===== config.mk =====
export PLATFORM = sky130hd
export DESIGN_NAME = uncached_write_buffer
export DESIGN_NICKNAME = d
export VERILOG_FILES = /design/src/rtl/uncached_write_buffer_pkg.sv /design/src/rtl/wbuf_fifo.sv /design/src/rtl/uncached_write_buffer.sv
export SDC_FILE = /design/constraint.sdc
export NUM_CORES = 1
export LEC_CHECK = 0
export BUFFER_PORTS_ARGS = -buffer_cell sky130_fd_sc_hd__buf_2
export CORE_ASPECT_RATIO = 1.5
export CORE_MARGIN = 5
export CORE_UTILIZATION = 35
export DETAILED_ROUTE_END_ITERATION = 6
export PLACE_DENSITY = 0.58
export SLEW_MARGIN = 20
export SYNTH_ARGS = -nofsm -noshare
export SYNTH_HDL_FRONTEND = slang
export SYNTH_SLANG_ARGS = --single-unit

===== constraint.sdc =====
create_clock -name clk -period 3.6 [get_ports clk]
set_clock_uncertainty 0.2 [all_clocks]
set_input_delay 0.36 -clock clk [delete_from_list [all_inputs] [get_ports clk]]
set_output_delay 0.36 -clock clk [all_outputs]
set_load 0.01 [all_outputs]

===== src/rtl/uncached_write_buffer_pkg.sv =====
// Shared types for the uncached write buffer: bus request/response structs,
// the buffered store entry, the load FSM state enum and the default depth.
// Purely declarative; no logic or timing lives here.
package uncached_write_buffer_pkg;

    localparam int WBUF_DEPTH_DEFAULT = 4;

    // Only single-beat transfers are ever issued from this block.
    localparam logic [3:0] CBUS_LEN_SINGLE = 4'd0;

    typedef struct packed {
        logic        valid;
        logic [31:0] addr;
        logic [1:0]  size;
        logic [3:0]  strobe;
        logic [31:0] data;
    } dbus_req_t;

    typedef struct packed {
        logic        addr_ok;
        logic        data_ok;
        logic [31:0] data;
    } dbus_resp_t;

    typedef struct packed {
        logic        valid;
        logic        is_write;
        logic [1:0]  size;
        logic [31:0] addr;
        logic [3:0]  strobe;
        logic [31:0] data;
        logic [3:0]  len;
    } cbus_req_t;

    typedef struct packed {
        logic        ready;
        logic        last;
        logic [31:0] data;
    } cbus_resp_t;

    typedef struct packed {
        logic [31:0] addr;
        logic [1:0]  size;
        logic [3:0]  strobe;
        logic [31:0] data;
    } wbuf_entry_t;

    typedef enum logic [1:0] {
        LD_IDLE  = 2'd0,
        LD_DRAIN = 2'd1,
        LD_LOAD  = 2'd2,
        LD_RESP  = 2'd3
    } load_state_t;

endpackage


===== src/rtl/wbuf_fifo.sv =====
// Purpose: circular store buffer of DEPTH wbuf_entry_t entries for the uncached write path.
// Latency: a pushed entry is visible on head the cycle after the push edge when the buffer was empty.
// Backpressure: push is ignored while full, pop is ignored while empty; a same-cycle pop does not free a slot for the push.
// Ports: clk/reset (async, active-high); push/push_entry enqueue; pop dequeues head;
//        full/empty/count report occupancy; head is the oldest entry.
// With UNCACHED_WBUF_FWD_EN defined, lookup_addr/lookup_hit/lookup_data expose a
// youngest-match word-address search used for store-to-load forwarding.
module wbuf_fifo
    import uncached_write_buffer_pkg::*;
#(
    parameter int DEPTH = WBUF_DEPTH_DEFAULT
) (
    input  logic                   clk,
    input  logic                   reset,
    input  logic                   push,
    input  wbuf_entry_t            push_entry,
    input  logic                   pop,
    output logic                   full,
    output logic                   empty,
    output wbuf_entry_t            head,
    output logic [$clog2(DEPTH):0] count
`ifdef UNCACHED_WBUF_FWD_EN
    ,
    input  logic [31:0]            lookup_addr,
    output logic                   lookup_hit,
    output logic [31:0]            lookup_data
`endif
);

    localparam int PW = $clog2(DEPTH);
    localparam logic [PW:0] FULL_COUNT = (PW+1)'(DEPTH);

    wbuf_entry_t   mem [DEPTH];
    logic [PW-1:0] head_ptr;
    logic [PW-1:0] tail_ptr;
    logic          do_push;
    logic          do_pop;

    assign full    = (count == FULL_COUNT);
    assign empty   = (count == '0);
    assign do_push = push && !full;
    assign do_pop  = pop && !empty;
    assign head    = mem[head_ptr];

    // Entry storage carries no reset: only pointers and count define validity.
    always_ff @(posedge clk) begin
        if (do_push) begin
            mem[tail_ptr] <= push_entry;
        end
    end

    // DEPTH is a power of two, so pointers wrap by natural overflow.
    always_ff @(posedge clk or posedge reset) begin
        if (reset) begin
            head_ptr <= '0;
            tail_ptr <= '0;
            count    <= '0;
        end else begin
            if (do_push) begin
                tail_ptr <= tail_ptr + PW'(1);
            end
            if (do_pop) begin
                head_ptr <= head_ptr + PW'(1);
            end
            case ({do_push, do_pop})
                2'b10:   count <= count + (PW+1)'(1);
                2'b01:   count <= count - (PW+1)'(1);
                default: count <= count;
            endcase
        end
    end

`ifdef UNCACHED_WBUF_FWD_EN
    logic [PW-1:0] scan_idx;

    // Walk live entries oldest to youngest so the youngest word match wins;
    // a partial-strobe youngest match suppresses the hit entirely.
    always_comb begin
        lookup_hit  = 1'b0;
        lookup_data = '0;
        scan_idx    = '0;
        for (int i = 0; i < DEPTH; i++) begin
            scan_idx = head_ptr + PW'(i);
            if (((PW+1)'(i) < count) && (mem[scan_idx].addr[31:2] == lookup_addr[31:2])) begin
                lookup_hit  = (mem[scan_idx].strobe == 4'hF);
                lookup_data = mem[scan_idx].data;
            end
        end
    end
`endif

endmodule


===== src/rtl/uncached_write_buffer.sv =====
// Purpose: posts uncached stores into a small FIFO drained as single-beat cbus writes; loads wait for the FIFO to drain, then issue one cbus read.
// Latency: store addr_ok same cycle, data_ok next cycle; load answers one cycle after its cbus read completes.
// Backpressure: stores refused while full or while a load is in flight; oreq is held stable until ready && last.
// Ports: clk, reset (async, active-high); dreq/dresp = core data bus;
//        oreq/oresp = single-beat port toward the cbus arbiter.
// Optional: UNCACHED_WBUF_FWD_EN enables forwarding a load from the youngest full-word buffered store.
module uncached_write_buffer
    import uncached_write_buffer_pkg::*;
#(
    parameter int DEPTH = WBUF_DEPTH_DEFAULT
) (
    input  logic       clk,
    input  logic       reset,
    input  dbus_req_t  dreq,
    output dbus_resp_t dresp,
    output cbus_req_t  oreq,
    input  cbus_resp_t oresp
);

    load_state_t            state;
    logic [31:0]            ld_addr;
    logic [1:0]             ld_size;
    logic [31:0]            ld_data;
    logic                   store_ack;

    logic                   is_store;
    logic                   is_load;
    logic                   store_accept;
    logic                   bus_done;
    logic                   pop;
    logic                   full;
    logic                   empty;
    logic [$clog2(DEPTH):0] count;
    wbuf_entry_t            push_entry;
    wbuf_entry_t            head;

`ifdef UNCACHED_WBUF_FWD_EN
    logic                   fwd_hit;
    logic [31:0]            fwd_data;
`endif

    assign is_store = dreq.valid && (dreq.strobe != 4'h0);
    assign is_load  = dreq.valid && (dreq.strobe == 4'h0);

    // Stores only enter while no load is pending; this keeps program order.
    assign store_accept = !reset && (state == LD_IDLE) && is_store && !full;

    assign bus_done = oresp.ready && oresp.last;
    // While the buffer holds entries, the bus carries the head write.
    assign pop      = !empty && bus_done;

    assign push_entry.addr   = dreq.addr;
    assign push_entry.size   = dreq.size;
    assign push_entry.strobe = dreq.strobe;
    assign push_entry.data   = dreq.data;

    wbuf_fifo #(
        .DEPTH (DEPTH)
    ) u_fifo (
        .clk        (clk),
        .reset      (reset),
        .push       (store_accept),
        .push_entry (push_entry),
        .pop        (pop),
        .full       (full),
        .empty      (empty),
        .head       (head),
        .count      (count)
`ifdef UNCACHED_WBUF_FWD_EN
        ,
        .lookup_addr (dreq.addr),
        .lookup_hit  (fwd_hit),
        .lookup_data (fwd_data)
`endif
    );

    always_ff @(posedge clk or posedge reset) begin
        if (reset) begin
            state     <= LD_IDLE;
            ld_addr   <= '0;
            ld_size   <= '0;
            ld_data   <= '0;
            store_ack <= 1'b0;
        end else begin
            store_ack <= store_accept;
            case (state)
                LD_IDLE: begin
                    if (is_load) begin
                        ld_addr <= dreq.addr;
                        ld_size <= dreq.size;
`ifdef UNCACHED_WBUF_FWD_EN
                        if (fwd_hit) begin
                            ld_data <= fwd_data;
                            state   <= LD_RESP;
                        end else
`endif
                        if (empty) begin
                            state <= LD_LOAD;
                        end else begin
                            state <= LD_DRAIN;
                        end
                    end
                end
                LD_DRAIN: begin
                    if (count == '0) begin
                        state <= LD_LOAD;
                    end
                end
                LD_LOAD: begin
                    // Buffer is empty here, so this handshake belongs to the read.
                    if (bus_done) begin
                        ld_data <= oresp.data;
                        state   <= LD_RESP;
                    end
                end
                LD_RESP: begin
                    state <= LD_IDLE;
                end
                default: begin
                    state <= LD_IDLE;
                end
            endcase
        end
    end

    always_comb begin
        dresp = '0;
        oreq  = '0;
        if (!reset) begin
            if (state == LD_RESP) begin
                dresp.addr_ok = 1'b1;
                dresp.data_ok = 1'b1;
                dresp.data    = ld_data;
            end else begin
                dresp.addr_ok = store_accept;
                dresp.data_ok = store_ack;
            end

            if (!empty) begin
                oreq.valid    = 1'b1;
                oreq.is_write = 1'b1;
                oreq.size     = head.size;
                oreq.addr     = head.addr;
                oreq.strobe   = head.strobe;
                oreq.data     = head.data;
                oreq.len      = CBUS_LEN_SINGLE;
            end else if (state == LD_LOAD) begin
                oreq.valid    = 1'b1;
                oreq.is_write = 1'b0;
                oreq.size     = ld_size;
                oreq.addr     = ld_addr;
                oreq.len      = CBUS_LEN_SINGLE;
            end
        end
    end

endmodule


* Word-level counts from Yosys, hierarchy flattened *
Memories as Yosys holds them, arrays and structs flattened.
Index checks and enable logic that the tools add are counted.

word-level totals
  bits in registers = 76
  latch bits = 0
  RAM bits = 280
  bits in read-only memories = 0
  input port bits = 107
  output and inout port bits = 110
  word-level logic and storage cells = 57
  memories kept = 1

cells by class
  add/sub/neg operators = 4
  multiply operators = 0
  div/mod/pow operators = 0
  magnitude comparators = 0
  eq/ne operators = 9
  shifts and indexed selects = 0
  multiplexer cells = 15
  bitwise gates (word level) = 0
  reduce and logical (&&, ||, !) cells = 20

memory list
  name        depth  bits a word  read ports  clocked after Yosys merged registers in  write ports  RTL line         source
  u_fifo.mem  4      70           1           0                                        1            wbuf_fifo.sv:33  wbuf_entry_t mem [DEPTH];

operators with widths
  kind                                              number
  2-to-1 mux 36 bit                                 3
  2-to-1 mux 76 bit                                 1
  2-to-1 mux 34 bit                                 1
  2-to-1 mux 32 bit                                 1
  2-to-1 mux 2 bit                                  5
  logical AND 1 bit                                 9
  case mux 2 bit (4 select lines)                   1
  == test 2 bit, second input constant              3
  != test 2 bit, second input constant              3
  case mux 3 bit (2 select lines)                   1
  adder 2 x 1 -> 2 bit, second input constant       2
  == test 2 x 1 -> 1 bit, second input constant     2
  logical NOT 4 bit                                 1
  AND reduction 2 bit                               2
  nonzero test 4 bit                                1
  adder 3 x 1 -> 3 bit, second input constant       1
  == test 3 bit, second input constant              1
  logical NOT 1 bit                                 3
  logical NOT 3 bit                                 1
  AND reduction 3 bit                               1
  subtractor 3 x 1 -> 3 bit, second input constant  1
  logical NOT 2 bit                                 1
  2-to-1 mux 1 bit                                  2
  nonzero test 2 bit                                1

* Logic depth before layout (Yosys ltp) *
  word-level depth = 7
  gate-level depth with buffers = 11
  gate-level depth less buffers = 11

* Hierarchy *
A second synthesis with hierarchy kept.

second synthesis, totals
  cell total of the unflattened synthesis = 696
  area, all modules = 14,141.1 µm²

by module, submodules not included
  module                 times used  cells each  area an instance (µm²)  seq. area each (µm²)
  wbuf_fifo              1           404         10,607.7                8,583.2
  uncached_write_buffer  1           292         3,533.4                 1,726.7

* Worst setup path before layout *
Ideal clock, no wire load.

  path type = in2out
  start point = input reset
  end point = output oreq[31] in the netlist's numbering
  arrival time = 3.238 ns
  data required time = 3.040 ns
  setup slack = -0.198 ns
  cell stages on the path = 3
  buffers on the path = 1
  path through = inv_2 -> clkbuf_1 -> and3_1

RTL lines
  what         RTL line                     source
  from (decl)  uncached_write_buffer.sv:13  input logic reset,
  to (decl)    uncached_write_buffer.sv:16  output cbus_req_t oreq,

==> impl.org <==
** Timing
- Fmax :: 322 MHz
- Setup TNS :: 0 ns
- Worst-margin pin slew :: 0.803 ns
- The worst pin sits at a relative slew slack of 46.5%.
- The final-report hold violation count is 0.
- Setup violations remaining at the end of the flow were counted as 0.
- Setup repair after global routing left no endpoint under its margin.
- Part of the cycle the worst path needs :: 86.1%
- Final count of pins violating max slew :: 0
- Counting I/O delays and the setup requirement, the final critical path takes 3.10 ns.

** Clock network
- Setup repair bufs after CTS :: 0
- The root buffer cell chosen for the clock tree is sky130_fd_sc_hd__clkbuf_16.
- The number of clock buffers added by TritonCTS is 36.
- The H-tree was split into 2 levels.
- Max Buffers Root-to-Sink :: 3
- After clock tree synthesis, the clock-pin slew on the worst setup and hold paths is 0.06 ns.
- Number of gates resized after CTS :: 0
- CTS tree :: yes
- Clock tree synthesis found a total of 356 sinks.
- Clk_lat worst skew :: 0.52 ns

** Floorplan
- The die covers 0.0449 mm^2.
- The floorplan step set the die height to 257 um.
- Initial core utilization :: 35.4%
- Row generation in the floorplan step produced 90 rows.
- Chip width :: 175 um
- 217 I/O pins were placed.
- Area of the core region :: 0.0402 mm^2

** Logic synthesis
- After technology mapping, the gate count stands at 701.
- Count of flip-flops with a built-in enable after synthesis :: 280
- After synthesis, the most frequently instantiated cells are sky130_fd_sc_hd__edfxtp_1 (280), sky130_fd_sc_hd__dfrtp_1 (76), sky130_fd_sc_hd__mux4_2 (70).
- Biggest area consumer among synthesized cells :: sky130_fd_sc_hd__edfxtp_1
- Ranked by total cell area, the synthesized netlist is headed by sky130_fd_sc_hd__edfxtp_1 (59%), sky130_fd_sc_hd__dfrtp_1 (13%), sky130_fd_sc_hd__mux4_2 (11%), sky130_fd_sc_hd__mux2_4 (3.2%), sky130_fd_sc_hd__mux2_2 (2.8%).
- Count of state elements after synthesis :: 356
- Proportion of synthesized flip-flops having asynchronous set or reset :: 21.3%
- Post-synth design cell area :: 0.0142 mm^2
- Main flop type after synthesis :: sky130_fd_sc_hd__edfxtp_1
- Top-area cell type share of the netlist area :: 59.1%
- Leading cell type by number of instances after synthesis :: sky130_fd_sc_hd__edfxtp_1
- Post-Synthesis Mean Instance Area :: 20.3 um^2
- Count of different cell masters after synthesis :: 35
- Warnings, synthesis :: 0
- Summing the sequential cell areas from Yosys gives 72.4% of the chip area.

** Routing
- Routed length per placed instance :: 21.0 um
- In this run the remaining antenna-violating nets after routing total 0.
- Vias after detailed routing :: 7701
- Wire length after detailed routing :: 32900 um
- Vias per cell :: 4.92
- After detailed routing, the number of remaining DRC violations is 0.
- First DRT Iteration DRCs :: 371
- Detailed Routing Iterations Pass 1 :: 4

** Cells and area
- Share of layout cells above drive strength 1 :: 41.1%
- Number of antenna cells inserted :: 0
- After the flow finishes, the layout carries non-filler instances totaling 1564.
- Layout net count :: 1150
- The area growth from synthesis to layout is 27.6%.

** GRT
- Largest net degree at the start of global routing :: 113
- Initial antenna violation count :: 0
- Tot GR Track Use :: 14.6%
- Vias in the first global route :: 8583
- The total overflow left after global routing is 0.
- Wire length of the first global-routing pass :: 51000 um

** Pwr
- Summed over all cells, the static leakage comes to 7.04 nW.
- The worst-case IR drop observed on VDD is 0.000453 V.
- Power density normalized to cell area :: 688 mW/mm^2

** Critical path
- On the critical path the largest part of the delay comes from simple AND/OR/NAND/NOR gates.
- Crit-path cells :: nor3_2 > and3_1 > buf_4 > a22o_1 > buf_2
- CP bufs+invs :: 2
- Kind of start point of the critical path :: flip-flop
- Worst stage delay on the critical path :: 0.45 ns
- Of all nets on the critical path, the largest fanout is 34.
- STA puts the critical path data required time at 3.04 ns.
- Critical Path End Type :: primary output
- The critical path is of the reg2out type.
- The slowest stage of the critical path belongs to the cell sky130_fd_sc_hd__dfrtp_1.
- STA puts the critical path data arrival time at 2.54 ns.

** Place
- Summed over all nets, the half-perimeter wirelength after detailed placement is 19700 um.
- The congestion estimate from routability-driven global placement came to 0.716.
- Buffers placed on the I/O ports in this run total 212.
- Once placement completed, the tool counted placed cells totaling 1396.

** Run status
- Status :: finished clean

** Run
- Across the run, the number of max-cap violations was 0.

** Worst hold path
- The worst hold path belongs to the class in2reg.
[cell families after synthesis]
logic type | Yosys count | share of synthesized area [%]
other cells | 1 | 0.0263
fa+ha+maj | 11 | 1.02
compound gates | 40 | 2.51
mux | 139 | 17.3
simple gates | 94 | 4.03
xor+xnor | 6 | 0.369
flops | 356 | 72.4
buf+inv | 54 | 2.30
[stage by stage]
step / total power, mW / area (um^2) / hold WS, ns / utilization [%] / setup slack [ns]
after floorplan: 7.79 / 14200 / 0.242 / - / 0.0164
after CTS: 12.7 / 18200 / 0.0833 / 45.2 / 0.465
after detailed placement: 8.94 / 16000 / 0.286 / 39.7 / 0.784
after global routing: 13.2 / 18200 / 0.0848 / 45.2 / 0.317
final: 12.5 / 18200 / 0.109 / 45.2 / 0.499
after global placement: 8.91 / 16000 / 0.278 / 39.7 / 0.802
[tightest hold or removal path: cells and delay by family]
family	cells	cell delay (ns)
buffers and inverters	1	0.10
XOR/XNOR	1	0.14
AND/OR/NAND/NOR	2	0.18
[sequential cells by signal (all words and copies together), names as in the netlist]
signal,flops
ld_addr,32
ld_data,32
ld_size,2
state,2
store_ack,1
u_fifo.count,3
u_fifo.head_ptr,2
u_fifo.mem,280
u_fifo.tail_ptr,2
[power breakdown]
part,total (mW),switching (mW),internal (mW)
Sequential,5.42,0.356,5.06
Clock,3.63,1.53,2.10
Combinational,3.44,1.60,1.84
Total,12.5,3.49,9.00
[cells in the final DEF (no fill, tap or decap), types with 4 or more instances in the layout]
master                          instances
sky130_fd_sc_hd__clkinv_4               4
sky130_fd_sc_hd__nand2_1                6
sky130_fd_sc_hd__clkinv_2               6
sky130_fd_sc_hd__nor2_1                 7
sky130_fd_sc_hd__buf_2                212
sky130_fd_sc_hd__and2_4                 4
sky130_fd_sc_hd__a22o_1                34
sky130_fd_sc_hd__buf_12                12
sky130_fd_sc_hd__mux2_4                30
sky130_fd_sc_hd__buf_4                  7
sky130_fd_sc_hd__mux2_2                36
sky130_fd_sc_hd__mux4_2                70
sky130_fd_sc_hd__clkbuf_16             38
sky130_fd_sc_hd__dlygate4sd3_1        104
sky130_fd_sc_hd__dfrtp_1               74
sky130_fd_sc_hd__and2_1                32
sky130_fd_sc_hd__conb_1                 4
sky130_fd_sc_hd__edfxtp_1             280
sky130_fd_sc_hd__clkbuf_1               4
sky130_fd_sc_hd__clkinv_1               6
sky130_fd_sc_hd__ha_1                  10
sky130_fd_sc_hd__inv_1                  8
sky130_fd_sc_hd__and3_1                37
[worst paths after layout]
kind | from | endpoint | slack [ns] | depth (start not counted)
min in group asynchronous | reset | ld_data[10] | 0.48 | 4
setup reg to reg | state[0] | u_fifo.mem[1][59] | 0.84 | 6
hold / removal | oresp[32] | u_fifo.head_ptr[0] | 0.11 | 4
setup / recovery | u_fifo.count[2] | oreq[42] | 0.50 | 5
hold reg to reg | ld_data[27] | ld_data[27] | 0.29 | 1
max in group asynchronous | reset | u_fifo.head_ptr[1] | 2.24 | 4
[cell type report]
type | instances | area, um^2
Clock buffer | 43 | 980
Inverter | 9 | 36.3
Sequential cell | 356 | 10300
Tap cell | 506 | 633
Clock inverter | 21 | 176
Fill cell | 3459 | 22000
Timing Repair Buffer | 335 | 2390
Multi-Input combinational cell | 294 | 3620
[layer usage]
layer / GRT usage, % / wire, um
met1: 17.9 / 13100
met2: 26.0 / 17200
met3: 2.60 / 1500
met4: 5.22 / 1080
met5: 0 / 0
[timing repair]
action	CTS	global route
endpoints found under the setup margin	0	0
hold endpoints to repair	423	0
hold buffers	104	0
No activity file was read; power rests on OpenSTA's default activity.
